--- config.mk ---
export PLATFORM = sky130hd
export DESIGN_NAME = neuron_mac_q78
export DESIGN_NICKNAME = d
export VERILOG_FILES = /design/src/rtl/nn_fixed_pkg.sv /design/src/rtl/fixed_round_sat.sv /design/src/rtl/neuron_mac_q78.sv
export SDC_FILE = /design/constraint.sdc
export NUM_CORES = 1
export LEC_CHECK = 0
export ABC_AREA = 1
export CORE_ASPECT_RATIO = 1.75
export CORE_MARGIN = 3
export CORE_UTILIZATION = 60
export CTS_BUF_LIST = sky130_fd_sc_hd__clkbuf_8
export CTS_CLUSTER_SIZE = 10
export DETAILED_ROUTE_END_ITERATION = 8
export HOLD_SLACK_MARGIN = 0.15
export PLACE_DENSITY_LB_ADDON = 0.1
export REMOVE_ABC_BUFFERS = 1
export SETUP_SLACK_MARGIN = 0.1
export SYNTH_ARGS = -nofsm -noshare
export SYNTH_HDL_FRONTEND = slang
export SYNTH_SLANG_ARGS = --single-unit
--- constraint.sdc ---
create_clock -name clk -period 9.03 [get_ports clk]
set_clock_uncertainty 0.15 [all_clocks]
set_input_delay 1.806 -clock clk [delete_from_list [all_inputs] [get_ports clk]]
set_output_delay 1.806 -clock clk [all_outputs]
set_load 0.01 [all_outputs]
--- src/rtl/nn_fixed_pkg.sv ---
// Fixed-point types, FSM states and saturation helper shared by
// the neural-network layer stages.
package nn_fixed_pkg;

    localparam int INT_BITS  = 7;
    localparam int FRAC_BITS = 8;
    localparam int W         = 1 + INT_BITS + FRAC_BITS;

    typedef logic signed [W-1:0] fixed_t;

    typedef enum logic [1:0] {
        IDLE,
        ACCUM,
        DRAIN,
        HOLD
    } state_t;

    typedef struct packed {
        logic   sat;
        fixed_t z;
    } sat_res_t;

    localparam fixed_t FIXED_MAX = {1'b0, {(W-1){1'b1}}};
    localparam fixed_t FIXED_MIN = {1'b1, {(W-1){1'b0}}};

    function automatic sat_res_t sat_fixed(input logic signed [63:0] v);
        sat_res_t r;
        r.sat = 1'b0;
        r.z   = v[W-1:0];
        if (v > longint'(FIXED_MAX)) begin
            r.sat = 1'b1;
            r.z   = FIXED_MAX;
        end else if (v < longint'(FIXED_MIN)) begin
            r.sat = 1'b1;
            r.z   = FIXED_MIN;
        end
        return r;
    endfunction

endpackage

--- src/rtl/fixed_round_sat.sv ---
// Adds bias to a full-precision Q.(2*FRAC_BITS) sum, rounds half
// toward +inf and saturates to the W-bit fixed-point range.
module fixed_round_sat
    import nn_fixed_pkg::*;
#(
    parameter int AW = 36
) (
    input  logic signed [AW-1:0] acc,
    input  fixed_t               bias,
    output fixed_t               z,
    output logic                 sat
);

    localparam int SW = AW + 1;

    logic signed [SW-1:0] bias_ext;
    logic signed [SW-1:0] rnd;
    logic signed [SW-1:0] sum;
    logic signed [SW-1:0] shifted;
    logic signed [63:0]   wide;
    sat_res_t             res;

    assign bias_ext = $signed({{(SW-W){bias[W-1]}}, bias}) <<< FRAC_BITS;
    assign rnd      = {{(SW-FRAC_BITS){1'b0}}, 1'b1, {(FRAC_BITS-1){1'b0}}};
    assign sum      = $signed({acc[AW-1], acc}) + bias_ext + rnd;
    // Arithmetic shift floors, so the added half gives round-half-up.
    assign shifted  = sum >>> FRAC_BITS;
    assign wide     = {{(64-SW){shifted[SW-1]}}, shifted};
    assign res      = sat_fixed(wide);
    assign z        = res.z;
    assign sat      = res.sat;

endmodule

--- src/rtl/neuron_mac_q78.sv ---
// Streaming neuron pre-activation: dot product plus bias, rounded
// and saturated to signed Q7.8 for the sigmoid stage downstream.
module neuron_mac_q78
    import nn_fixed_pkg::*;
#(
    parameter int N_INPUTS = 16
) (
    input  logic   clk,
    input  logic   rst_n,
    input  logic   in_valid,
    output logic   in_ready,
    input  fixed_t in_x,
    input  fixed_t in_w,
    input  logic   in_last,
    input  fixed_t bias,
    output logic   out_valid,
    input  logic   out_ready,
    output fixed_t out_z,
    output logic   out_sat
);

    localparam int CW = $clog2(N_INPUTS);
    localparam int PW = 2 * W;
    localparam int AW = PW + CW;

    state_t               state;
    logic [CW-1:0]        count;
    fixed_t               bias_q;
    fixed_t               x_q;
    fixed_t               w_q;
    logic                 v0;
    logic                 f0;
    logic                 v1;
    logic                 f1;
    logic signed [PW-1:0] prod_q;
    logic signed [AW-1:0] prod_ext;
    logic signed [AW-1:0] acc_q;
    fixed_t               z_c;
    logic                 sat_c;
    logic                 hs;
    logic                 vec_end;
    logic                 drained;

    assign hs       = in_valid & in_ready;
    assign vec_end  = in_last | (count == CW'(N_INPUTS - 1));
    assign drained  = !v0 && !v1;
    assign prod_ext = {{CW{prod_q[PW-1]}}, prod_q};

    // Input capture, product and accumulate stages; f* marks a vector's
    // first beat so the accumulator restarts without a separate clear.
    always_ff @(posedge clk or negedge rst_n) begin
        if (!rst_n) begin
            v0     <= 1'b0;
            f0     <= 1'b0;
            v1     <= 1'b0;
            f1     <= 1'b0;
            x_q    <= '0;
            w_q    <= '0;
            prod_q <= '0;
            acc_q  <= '0;
        end else begin
            v0 <= hs;
            f0 <= hs && (state == IDLE);
            v1 <= v0;
            f1 <= f0;
            if (hs) begin
                x_q <= in_x;
                w_q <= in_w;
            end
            if (v0) prod_q <= x_q * w_q;
            if (v1) acc_q <= f1 ? prod_ext : acc_q + prod_ext;
        end
    end

    fixed_round_sat #(
        .AW(AW)
    ) u_round_sat (
        .acc (acc_q),
        .bias(bias_q),
        .z   (z_c),
        .sat (sat_c)
    );

    always_ff @(posedge clk or negedge rst_n) begin
        if (!rst_n) begin
            state     <= IDLE;
            in_ready  <= 1'b0;
            out_valid <= 1'b0;
            out_z     <= '0;
            out_sat   <= 1'b0;
            count     <= '0;
            bias_q    <= '0;
        end else begin
            unique case (state)
                IDLE: begin
                    in_ready <= 1'b1;
                    if (hs) begin
                        bias_q <= bias;
                        if (vec_end) begin
                            count    <= '0;
                            in_ready <= 1'b0;
                            state    <= DRAIN;
                        end else begin
                            count <= count + 1'b1;
                            state <= ACCUM;
                        end
                    end
                end
                ACCUM: begin
                    if (hs) begin
                        if (vec_end) begin
                            count    <= '0;
                            in_ready <= 1'b0;
                            state    <= DRAIN;
                        end else begin
                            count <= count + 1'b1;
                        end
                    end
                end
                DRAIN: begin
                    if (drained) begin
                        out_z     <= z_c;
                        out_sat   <= sat_c;
                        out_valid <= 1'b1;
                        state     <= HOLD;
                    end
                end
                HOLD: begin
                    if (out_ready) begin
                        out_valid <= 1'b0;
                        in_ready  <= 1'b1;
                        state     <= IDLE;
                    end
                end
            endcase
        end
    end

endmodule

Word level (Yosys, flattened, before mapping)
Cells that the tools add are included.
Word-level totals
  register bits after elaboration: 145
  bits of input ports: 53
  output and inout bits: 19
  word-level logic and storage cells: 67
Cells by class
  add/sub/neg operators: 4
  multiply operators: 1
  order comparisons: 2
  equality and inequality tests: 9
  muxes and demuxes: 20
  bitwise operators: 2
  reduce and logical (&&, ||, !) cells: 14
Operator list (count)
  $add 36x24->37: 1
  $add 37x9->37 const B: 1
  $add 36x32->36: 1
  $mux 36: 1
  $mux 17: 2
  $mul 16x16->32: 1
  $gt 29x16->1 const B: 1
  $lt 29x16->1 const B: 1
  $mux 2: 6
  $ne 2x2->1 const B: 5
  $pmux 2 s4: 1
  $mux 1: 7
  $reduce_and 2->1: 3
  $reduce_and 5->1: 1
  $add 4x1->4 const B: 1
  $eq 2x2->1 const B: 2
  $eq 4x4->1 const B: 1
  $mux 4: 1
  $reduce_and 4->1: 1
  $pmux 1 s3: 1
  $reduce_and 3->1: 1
  $reduce_bool 3->1: 1
  $eq 2x1->1 const B: 1
  $logic_and 1x1->1: 2
  other kinds (7): 8

Logic depth before layout (Yosys ltp)
  depth in word-level cells: 5
  gate-level depth with buffers: 29
  gate-level depth less buffers: 27

Hierarchy
Synthesis repeated with hierarchy kept, for this count alone.
Second synthesis, totals
  cell total of the unflattened synthesis: 3068
  area, all modules: 21559.4 µm²
Modules (own cells, without submodules)
  neuron_mac_q78: times used 1, cells an instance 2538, area an instance 19025.7 µm², sequential area each 3628.5 µm²
  fixed_round_sat: times used 1, cells an instance 530, area an instance 2533.7 µm², sequential area each 0.0 µm²

Least setup slack after synthesis
No wires, ideal clock.
  path type: reg-to-reg
  start: register w_q[5]
  end: register prod_q[26]
  library setup time: 118 ps
  arrival time: 5989 ps
  data required time: 8762 ps
  slack: 2773 ps
  stages on the path, launching flop included: 22
  path buffers: 2
  period minus slack after synthesis: 6257 ps
  cell sequence: dfrtp_1 clkbuf_1 clkbuf_1 nand2_1 fa_1 inv_1 fa_1 fa_1 fa_1 fa_1 inv_1 fa_1 inv_1 ha_1 a21oi_1 o21ai_0 a21oi_1 nand3_1 a31o_2 or2_2 nand3_1 nand2_1
Between the ends
  longest elaborated chain between the ends: 1
Ends and longest elaborated chain
  start: declaration: RTL line neuron_mac_q78.sv:30  | fixed_t w_q;
  start signal: assignment: RTL line neuron_mac_q78.sv:68  | w_q <= in_w;
  $mul 16x16->32: RTL line neuron_mac_q78.sv:70  | if (v0) prod_q <= x_q * w_q;
  end signal: assignment: RTL line neuron_mac_q78.sv:70
  end: declaration: RTL line neuron_mac_q78.sv:35  | logic signed [PW-1:0] prod_q;
No other way between the ends.
A chain may end at the register's enable or synchronous reset.

Worst setup path in the final report
  start: register w_q[5]
  end: register prod_q[28]
The elaborated chain is that of the path after synthesis.

==> flow_summary.yaml <==
clock_network:
  cts_resized: 0
  root_buffer: "clkbuf_8"
  numCtsBuffers: 17
  htreeDepth: 4
  cts_hold_buf: 0
  path_clk_slew_ns: 0.10
  cts_max_path_buffers: 2
  insertion_delay_ns: 0.52
  cts_tree: "done"
  postCtsSetupRepairBufs: 0
  cts.sinks: 145
worst_setup_path:
  path_cells: "nand2_1 > fa_1 > inv_1 > fa_1 > fa_1 > fa_1 > fa_1 > inv_1 > fa_1 > inv_1 > ha_1 > nand2_1 > nor2_1 > inv_1 > nor3_1 > o21ai_0 > nand3_1 > nand2_1 > nand3_1 > o21ai_0"
  critical_path_required_ns: 9.26
  crit_path_end_kind: "flop"
  crit_path_top_delay_cell: "fa_1"
  crit_arrival_ns: 7.20
  path_max_fanout: 17
  worst-setup-path-type: "reg2reg"
  cp_slowest_stage_delay_ns: 0.99
  cpMostUsedCell: "fa_1"
  start_kind: "flop"
grt:
  grt_util_met1: 0.3192
  grt_pass1_vias: 19802
  grt_overflow: 0
  grt_max_degree: 88
  antenna_found_initial: 1
  grt_pass1_wl_um: 97810
  met2_usage: 0.6496
  grtUsageTotal: 0.3384
  top_usage_layer: "met2"
  grtUsageMet3: 0.03527
drt:
  drt-wirelength-per-cell_um: 17.93
  vias: 18415
  drc: 0
  first_iter_violations: 1038
  ant_nets: 0
  viasPerCell: 5.423
  drt-total-wl_um: 60900
  first_pass_iters: 5
timing:
  fin_setup_tns_ns: 0
  tightest_slew_ns: 1.292
  fin_crit_sh: 0.7717
  timing.fmax_mhz: 143.5
  rsz0062_at_grt: "no"
  worst_slew_margin_rel: 0.1307
  setup_violations: 0
  finalCriticalPeriod_ns: 6.968
  slew_viol_final: 0
  hold_violations: 0
synthesis:
  yosysMostFrequentCell: "nand2_1"
  synthCells: 2923
  synth_common_cells: "nand2_1, inv_1, fa_1"
  synth_edf_count: 0
  ys.flop_type: "dfrtp_1"
  synth_area_leaders: "fa_1, dfrtp_1, nand2_1"
  synth_top_area_cell: "fa_1"
  synth_area_per_cell_um2: 7.143
  async_flop_share: 1.000
  ys_ff_latch: 145
  netlist.area_leader.share: 0.2531
  yosys_warnings: 0
  syn_area_mm2: 0.02088
  yosysUniqueCellTypes: 45
  yosysSeqAreaShare: 0.1738
layout:
  seq_area_mm2: 0.003628
  nets: 3394
  fill_cells: 3177
  drive_gt1_frac: 0.03095
  areaGrowthSynthToFinish_pct: 6.628
  multi_input_area_mm2: 0.01428
floorplanning:
  initial_core_util: 0.6128
  die_x_um: 147.0
  die_height_um: 252.8
  rows: 89
  ios: 72
  dieArea_mm2: 0.03716
  coreArea_mm2: 0.03408
placed_design:
  place_congestion: 1.028
  portBuffers: 71
  hpwl_um: 50540
hold_path:
  hold_path_class: "reg2reg"
run:
  cap_viol_max_count: 0
status:
  status: "complete, no violations"
-- kinds of logic (layout without fill, tap and decap cells) --
group                    count (synthesis)  count (layout)  synth area share
AND/OR/NAND/NOR                       1239            1239            0.2432
other                                    0               1                 0
buffers and inverters                  787             804            0.1423
XOR/XNOR                                50              50           0.02097
adder cells (fa/ha/maj)                414             414            0.3430
flip-flops                             145             145            0.1738
AO/OA/AOI/OAI                          288             288           0.07676
-- worst max-delay path, delay by kind of cell, from the launching register on --
family	cells	cell delay, ns
AO/OA/AOI/OAI	2	0.44
adder cells (fa/ha/maj)	7	4.06
buffers and inverters	4	0.27
flip-flops	1	0.74
AND/OR/NAND/NOR	7	1.16
-- cells in the final DEF, fill, tap and decap left out, types with 4 or more instances in the layout --
master | synthesis | final
nand3_1 | 107 | 107
clkdlybuf4s50_1 | 0 | 70
buf_4 | 0 | 9
nor3_1 | 14 | 14
xnor2_1 | 17 | 17
o21bai_1 | 13 | 13
inv_1 | 688 | 688
o211ai_1 | 10 | 10
clkbuf_8 | 0 | 17
o21ai_0 | 91 | 91
a31oi_1 | 12 | 12
nand3b_1 | 7 | 7
and2_1 | 7 | 7
dfrtp_1 | 145 | 145
o22ai_1 | 4 | 4
fa_1 | 264 | 264
ha_1 | 150 | 150
or2_2 | 15 | 15
nor2_1 | 152 | 152
o21ai_1 | 10 | 10
inv_6 | 0 | 6
nand2_2 | 11 | 11
nand4_1 | 24 | 24
a21oi_1 | 120 | 120
nand2_1 | 879 | 879
a21o_1 | 11 | 11
xor2_1 | 33 | 33
nand3_2 | 6 | 6
nor2_2 | 6 | 6
nor2_4 | 4 | 4
-- sequential cells by signal, indices dropped and copies added (netlist names) --
register / count
v0: 1
count: 4
bias_q: 16
acc_q: 36
in_ready: 1
x_q: 16
out_z: 16
out_sat: 1
state: 2
f0: 1
w_q: 16
f1: 1
out_valid: 1
v1: 1
prod_q: 32
-- final cells by class --
| type | count | share of cell area |
|---|---|---|
| diodes | 1 | 0.0001124 |
| clock buffers | 17 | 0.01051 |
| clock inverters | 15 | 0.007699 |
| inverters | 692 | 0.1167 |
| multi-input cells | 1991 | 0.6415 |
| flip-flops and latches | 145 | 0.1630 |
| well taps | 455 | 0.02557 |
| repair buffers | 80 | 0.03501 |
-- routing by layer --
metal / part of all wire / wire length [µm]
met3: 0.035 / 2131
met1: 0.32 / 19520
met5: 0 / 0
met4: 0.097 / 5889
met2: 0.55 / 33360
-- path summary, 6_finish.rpt --
check	end	slack (ns)	cells past startpoint	from
hold / removal	f1	0.22	0	f0
hold reg to reg	f1	0.22	0	f0
setup / recovery	prod_q[28]	2.06	20	w_q[5]
max in group asynchronous	acc_q[29]	6.14	2	rst_n
min in group asynchronous	out_z[1]	1.22	1	rst_n
setup reg to reg	prod_q[28]	2.06	20	w_q[5]
-- through the flow --
stage                     setup slack [ns]  hold WS [ns]  instance area (µm²)  cells  utilization
final                                2.062        0.2250                22260   3396       0.6534
after global routing                 1.622        0.2352                22260   3396       0.6534
after CTS                            2.054        0.2324                22260   3395       0.6533
after detailed placement             2.105        0.1878                21860   3363       0.6414
after global placement               2.112        0.1844                21860   3363       0.6414
after floorplan                      2.993        0.1812                20510   2828            -
Power is left out: the tool's default activity adds up to more than one toggle a clock period on the data nets, which glitch-free logic cannot reach.
